`config.mk`:
```
export PLATFORM = sky130hd
export DESIGN_NAME = if_network_controller
export DESIGN_NICKNAME = d
export VERILOG_FILES = /design/src/rtl/if_network_controller.sv
export SDC_FILE = /design/constraint.sdc
export NUM_CORES = 1
export LEC_CHECK = 0
export BUFFER_PORTS_ARGS = -buffer_cell sky130_fd_sc_hd__clkbuf_2
export CORE_MARGIN = 1.5
export CORE_UTILIZATION = 45
export DETAILED_ROUTE_END_ITERATION = 6
export HOLD_SLACK_MARGIN = 0.1
export PLACE_DENSITY = 0.79
export SKIP_CTS_REPAIR_TIMING = 1
export SLEW_MARGIN = 0
export SYNTH_ARGS = -nofsm -noshare
export SYNTH_HDL_FRONTEND = slang
export SYNTH_SLANG_ARGS = --single-unit
export TNS_END_PERCENT = 30
```
`constraint.sdc`:
```
create_clock -name clk -period 11.1 [get_ports clk]
set_input_delay 0 -clock clk [delete_from_list [all_inputs] [get_ports clk]]
set_output_delay 0 -clock clk [all_outputs]
set_load 0.03 [all_outputs]
```
`src/rtl/if_network_controller.sv`:
```
// Run sequencer for the recurrent integrate-and-fire network.
// Ports: clk/rst (async, active-low); start/num_steps/input_spikes run command;
//   busy/done/start_err status; spike_counts/winner results; host_* weight
//   access; host_err; net_* drive and observe the network and its weight port.
module if_network_controller #(
    parameter int NUM_INPUTS       = 4,
    parameter int NUM_OUTPUTS      = 1,
    parameter int WEIGHT_SIZE      = 32,
    parameter int LAYER_ADDR_WIDTH = 32,
    parameter int STEP_WIDTH       = 16,
    parameter int COUNT_WIDTH      = 16,
    parameter int CLEAR_CYCLES     = 2,
    parameter int DRAIN_CYCLES     = 1
) (
    input  logic                                      clk,
    input  logic                                      rst,
    input  logic                                      start,
    input  logic [STEP_WIDTH-1:0]                     num_steps,
    input  logic [NUM_INPUTS-1:0]                     input_spikes,
    output logic                                      busy,
    output logic                                      done,
    output logic                                      start_err,
    output logic [NUM_OUTPUTS*COUNT_WIDTH-1:0]        spike_counts,
    output logic [((NUM_OUTPUTS>1)?$clog2(NUM_OUTPUTS):1)-1:0] winner,
    input  logic [LAYER_ADDR_WIDTH-1:0]               host_addr,
    input  logic [WEIGHT_SIZE-1:0]                    host_din,
    input  logic                                      host_wen,
    output logic [WEIGHT_SIZE-1:0]                    host_dout,
    output logic                                      host_err,
    output logic                                      net_rst,
    output logic [NUM_INPUTS-1:0]                     net_spike_in,
    input  logic [NUM_OUTPUTS-1:0]                    net_spike_out,
    output logic [LAYER_ADDR_WIDTH-1:0]               net_mem_addr,
    output logic [WEIGHT_SIZE-1:0]                    net_mem_din,
    output logic                                      net_mem_wen,
    input  logic [WEIGHT_SIZE-1:0]                    net_mem_dout
);

    localparam int WINW = (NUM_OUTPUTS > 1) ? $clog2(NUM_OUTPUTS) : 1;

    typedef enum logic [2:0] {
        S_IDLE, S_CLEAR, S_RUN, S_DRAIN, S_ARGMAX, S_DONE
    } state_t;

    state_t                  r_state;
    logic [31:0]             r_cnt;
    logic [STEP_WIDTH-1:0]   r_steps;
    logic [NUM_INPUTS-1:0]   r_pattern;
    logic [NUM_INPUTS-1:0]   r_spike_in;
    logic                    r_net_rst;
    logic                    r_done;
    logic                    r_start_err;
    logic                    r_host_err;
    logic [WINW-1:0]         r_winner;
    logic [COUNT_WIDTH-1:0]  r_best;
    logic [COUNT_WIDTH-1:0]  r_cnts [NUM_OUTPUTS];

    logic                    w_accept;
    logic                    w_clear;
    logic                    w_counting;
    logic [COUNT_WIDTH-1:0]  w_cand;

    assign w_accept   = (r_state == S_IDLE) && start && (num_steps != '0);
    assign w_clear    = w_accept || (r_state == S_CLEAR);
    assign w_counting = (r_state == S_RUN) || (r_state == S_DRAIN);

    // Count currently under inspection by the argmax scan (index = r_cnt).
    always_comb begin
        w_cand = '0;
        for (int i = 0; i < NUM_OUTPUTS; i++) begin
            if (r_cnt == 32'(i)) w_cand = r_cnts[i];
        end
    end

    always_ff @(posedge clk or negedge rst) begin
        if (!rst) begin
            for (int i = 0; i < NUM_OUTPUTS; i++) r_cnts[i] <= '0;
        end else if (w_clear) begin
            for (int i = 0; i < NUM_OUTPUTS; i++) r_cnts[i] <= '0;
        end else if (w_counting) begin
            for (int i = 0; i < NUM_OUTPUTS; i++) begin
                // Saturate at all-ones instead of wrapping.
                if (net_spike_out[i] && (r_cnts[i] != '1))
                    r_cnts[i] <= r_cnts[i] + COUNT_WIDTH'(1);
            end
        end
    end

    always_ff @(posedge clk or negedge rst) begin
        if (!rst) begin
            r_state     <= S_IDLE;
            r_cnt       <= '0;
            r_steps     <= '0;
            r_pattern   <= '0;
            r_spike_in  <= '0;
            r_net_rst   <= 1'b1;
            r_done      <= 1'b0;
            r_start_err <= 1'b0;
            r_host_err  <= 1'b0;
            r_winner    <= '0;
            r_best      <= '0;
        end else begin
            r_done      <= 1'b0;
            r_start_err <= 1'b0;
            r_host_err  <= host_wen && (r_state != S_IDLE);
            unique case (r_state)
                S_IDLE: begin
                    r_net_rst <= 1'b0;
                    if (start) begin
                        if (num_steps != '0) begin
                            r_pattern <= input_spikes;
                            r_steps   <= num_steps;
                            r_cnt     <= 32'(CLEAR_CYCLES - 1);
                            r_net_rst <= 1'b1;
                            r_winner  <= '0;
                            r_state   <= S_CLEAR;
                        end else begin
                            r_start_err <= 1'b1;
                        end
                    end
                end
                S_CLEAR: begin
                    r_winner <= '0;
                    if (r_cnt == '0) begin
                        r_net_rst  <= 1'b0;
                        r_spike_in <= r_pattern;
                        r_cnt      <= 32'(r_steps) - 32'd1;
                        r_state    <= S_RUN;
                    end else begin
                        r_cnt <= r_cnt - 32'd1;
                    end
                end
                S_RUN: begin
                    if (r_cnt == '0) begin
                        r_spike_in <= '0;
                        if (DRAIN_CYCLES > 0) begin
                            r_cnt   <= 32'(DRAIN_CYCLES - 1);
                            r_state <= S_DRAIN;
                        end else begin
                            r_cnt   <= '0;
                            r_state <= S_ARGMAX;
                        end
                    end else begin
                        r_cnt <= r_cnt - 32'd1;
                    end
                end
                S_DRAIN: begin
                    if (r_cnt == '0) begin
                        r_state <= S_ARGMAX;
                    end else begin
                        r_cnt <= r_cnt - 32'd1;
                    end
                end
                S_ARGMAX: begin
                    // Strictly-greater replacement keeps ties on the lowest index.
                    if ((r_cnt == '0) || (w_cand > r_best)) begin
                        r_best   <= w_cand;
                        r_winner <= r_cnt[WINW-1:0];
                    end
                    if (r_cnt == 32'(NUM_OUTPUTS - 1)) begin
                        r_done  <= 1'b1;
                        r_state <= S_DONE;
                    end else begin
                        r_cnt <= r_cnt + 32'd1;
                    end
                end
                S_DONE: begin
                    r_state <= S_IDLE;
                end
                default: r_state <= S_IDLE;
            endcase
        end
    end

    for (genvar g = 0; g < NUM_OUTPUTS; g++) begin : g_cnt
        assign spike_counts[g*COUNT_WIDTH +: COUNT_WIDTH] = r_cnts[g];
    end

    assign busy         = (r_state != S_IDLE);
    assign done         = r_done;
    assign start_err    = r_start_err;
    assign host_err     = r_host_err;
    assign winner       = r_winner;
    assign net_rst      = r_net_rst;
    assign net_spike_in = r_spike_in;

    assign net_mem_addr = host_addr;
    assign net_mem_din  = host_din;
    assign net_mem_wen  = host_wen && (r_state == S_IDLE);
    assign host_dout    = net_mem_dout;

endmodule

```
==> impl_metrics.ini <==
[global_routing]
grt_max_degree = 60
grt_antenna_before_repair = 0
grt_pass1_vias = 5450
grt_pass1_wl_um = 27500
grt_overflow = 0
grtUsageTotal = 0.205

[pwr]
ir_drop_v = 0.0000770
leakagePower_nw = 3.58
power_density_nw_per_um2 = 88.9

[setup_path]
worstSetupEndpointType = register
cp.required_ns = 11.27
worstSetupStartpoint = r_cnt[0]$_DFFE_PN0P_
r2r-end = r_best[13]$_DFFE_PN0P_
worstReg2RegStart = r_cnt[0]$_DFFE_PN0P_
cp-start-kind = register
r2r_cells = 15
crit_type = register to register
critPathMaxFanout = 29
cp.arrival_ns = 4.47
regToRegSetupSlack_ns = 6.80

[timing]
final-setup-viol-count = 0
tightest_slew_ns = 1.21
max_freq_ghz = 0.232
finalHoldViolations = 0
final_max_slew_viol_count = 0
fin_skew_ns = 0.0105
fin_tns_setup_ns = 0
final.min_clock_period_ns = 4.30
slew_headroom = 0.192
rsz0062_at_grt = false
fin_crit_sh = 0.388

[yosys]
synth-seq-cells = 96
synth-main-ff-cell = dfrtp_1
synth_top_cell_by_area = dfrtp_1
yosysSeqAreaShare = 0.336
post_synth_num_cell_types = 68
syn_avg_cell_area_um2 = 8.48
synth_top_area_share = 0.332
synthArstFlopShare = 1.00
syn_inst = 845
synth_fp_nets = 986
synth.area.top_cells = dfrtp_1 33%, buf_4 10%, nand2_1 3.5%, ha_1 3.5%, nor2_1 3.5%
yosysWarnings = 0
netlist_area_um2 = 7160
synth_edf_count = 0

[clock_tree]
ctsHtreeMaxLevel = 3
insertion_delay_ns = 0.34
clock-sinks = 96
clk_pin_slew_ns = 0.07
cts_root_buf = clkbuf_16
cts_tree = done
clk_path_buf_depth = 2
cts_made_buffers = 9

[placement]
gp_congestion = 0.949
placed_area_um2 = 6840
dp_hpwl_um = 11900
portBuffers = 51

[detailed_routing]
wl_um = 19200
wl_per_cell_um = 17.3
dr.pass1.iters = 6
drt-initial-drc-count = 638
antenna_left = 0
drc = 0
num_vias = 6579
via_per_inst = 5.94

[finish]
area_delta_synth_final_pct = 16.2
antennaDiodeCount = 0
ff_latch_area_um2 = 2400
drive_gt1_frac = 0.128
multiInputGateArea_um2 = 3750
final_nets = 1033
fin_area_um2 = 8320
fillers = 1321

[floorplan]
rows = 45
die_y_um = 129
io_pins = 244
die_area_um2 = 16700
fp.dieW_um = 129
start_util = 0.466
core_area_um2 = 15400

[run_status]
status = finished, final reports clean

[min_path]
hold_class = input pin to async pin

[run]
max_cap_viol_count = 0
[area by class of cell]
cell class              instances  share of cell area
inverters                      30              0.0135
clock buffers                  12              0.0308
repair buffers                178               0.182
clock inverters                 4             0.00346
well taps                     211              0.0317
multi-input cells             577               0.450
flip-flops and latches         96               0.289
[per-layer routing]
layer,vias to the layer above,GRT usage,part of all wire
li1,3026,-,-
met2,387,0.323,0.48
met3,55,0.0306,0.077
met4,0,0.0681,0.022
met5,-,0,0
met1,3111,0.288,0.42
[cell usage in the layout, fill, tap and decap left out, drive strengths merged, types with 3 or more instances in the layout]
cell	count
nand2	67
a32oi	6
and4	7
nand4	13
a311oi	3
a21o	9
nand3	32
o2bb2ai	5
ha	20
o31ai	23
nor2	68
a211oi	5
xnor2	17
dlygate4sd3	120
o211ai	4
buf	8
and2	20
inv	30
a21boi	3
xor2	26
clkbuf	62
and3	18
nor3	33
dfrtp	95
a221o	5
a22o	9
o22ai	10
o21ai	40
o221ai	3
or3	16
or4	4
nand2b	4
mux2	21
a31oi	11
or2	5
nor2b	4
a21oi	25
nor4	15
[critical path: stages, from the launching register on]
cell and delay (ns):
dfrtp_1 0.43, inv_1 0.12, ha_1 0.18, nor2b_1 0.29, nand3_1 0.31, nor4_2 0.29
buf_4 0.32, and2_1 0.17, ha_1 0.14, nand4_1 0.12, nor2_1 0.26, nand2_1 0.09
a21oi_1 0.15, a211oi_1 0.10, a311oi_2 1.02, o31ai_1 0.13
[metrics by stage]
stage	power [mW]	util	setup WS, ns	cells	hold slack, ns
global route	0.761	0.541	6.43	1108	0.213
CTS	0.669	0.463	6.82	988	-0.373
detailed placement	0.372	0.445	6.86	972	-0.00615
finish	0.740	0.541	6.80	1108	0.178
global placement	0.371	0.445	7.04	972	-0.00978
floorplan	0.423	-	7.21	845	-0.296
[where the power goes]
group	switching [mW]	internal [mW]
sequential	0.000287	0.350
combinational	0.0553	0.0327
clock	0.137	0.165
[cell usage after synthesis (5+ instances only)]
master	instances
buf_4	96
dfrtp_1	95
nand2_1	67
nor2_1	66
o21ai_0	38
clkbuf_1	37
nand3_1	32
nor3_1	31
inv_1	30
xor2_1	26
a21oi_1	24
o31ai_1	22
mux2_2	21
and2_1	20
ha_1	20
and3_1	18
xnor2_1	17
or3_1	16
nor4_1	15
nand4_1	13
a31oi_1	11
o22ai_1	10
a21o_1	9
a22o_1	9
and4_1	7
a32oi_1	6
a211oi_1	5
a221o_1	5
o2bb2ai_1	5
or2_2	5
[sequential cells by signal, indices dropped and copies added, names as in the netlist]
register      flops
net_rst           1
r_steps          16
net_spike_in      4
r_pattern         4
r_cnt            32
r_state           3
r_best           16
host_err          1
spike_counts     16
start_err         1
winner            1
done              1
[kinds of logic after synthesis]
logic type                 after synthesis  share of synthesized area
xor gates and xnor gates                43                     0.0526
and+or+nand+nor                        311                      0.221
adders and majority gates               21                     0.0365
muxes                                   22                     0.0344
AOI/OAI and AO/OA                      180                      0.176
DFF                                     96                      0.336
buffers and inverters                  172                      0.144
[worst max path at each step]
stage | endpoint | slack [ns] | cells after the start
finish | r_best[13]$_DFFE_PN0P_ | 6.80 | 15
global route | r_best[10]$_DFFE_PN0P_ | 6.43 | 13
CTS | r_best[2]$_DFFE_PN0P_ | 6.82 | 15
detailed placement | r_best[14]$_DFFE_PN0P_ | 6.86 | 15
global placement | r_best[1]$_DFFE_PN0P_ | 7.04 | 15
floorplan | r_best[10]$_DFFE_PN0P_ | 7.21 | 15
Note: power is estimated with default switching activity, not from simulation.
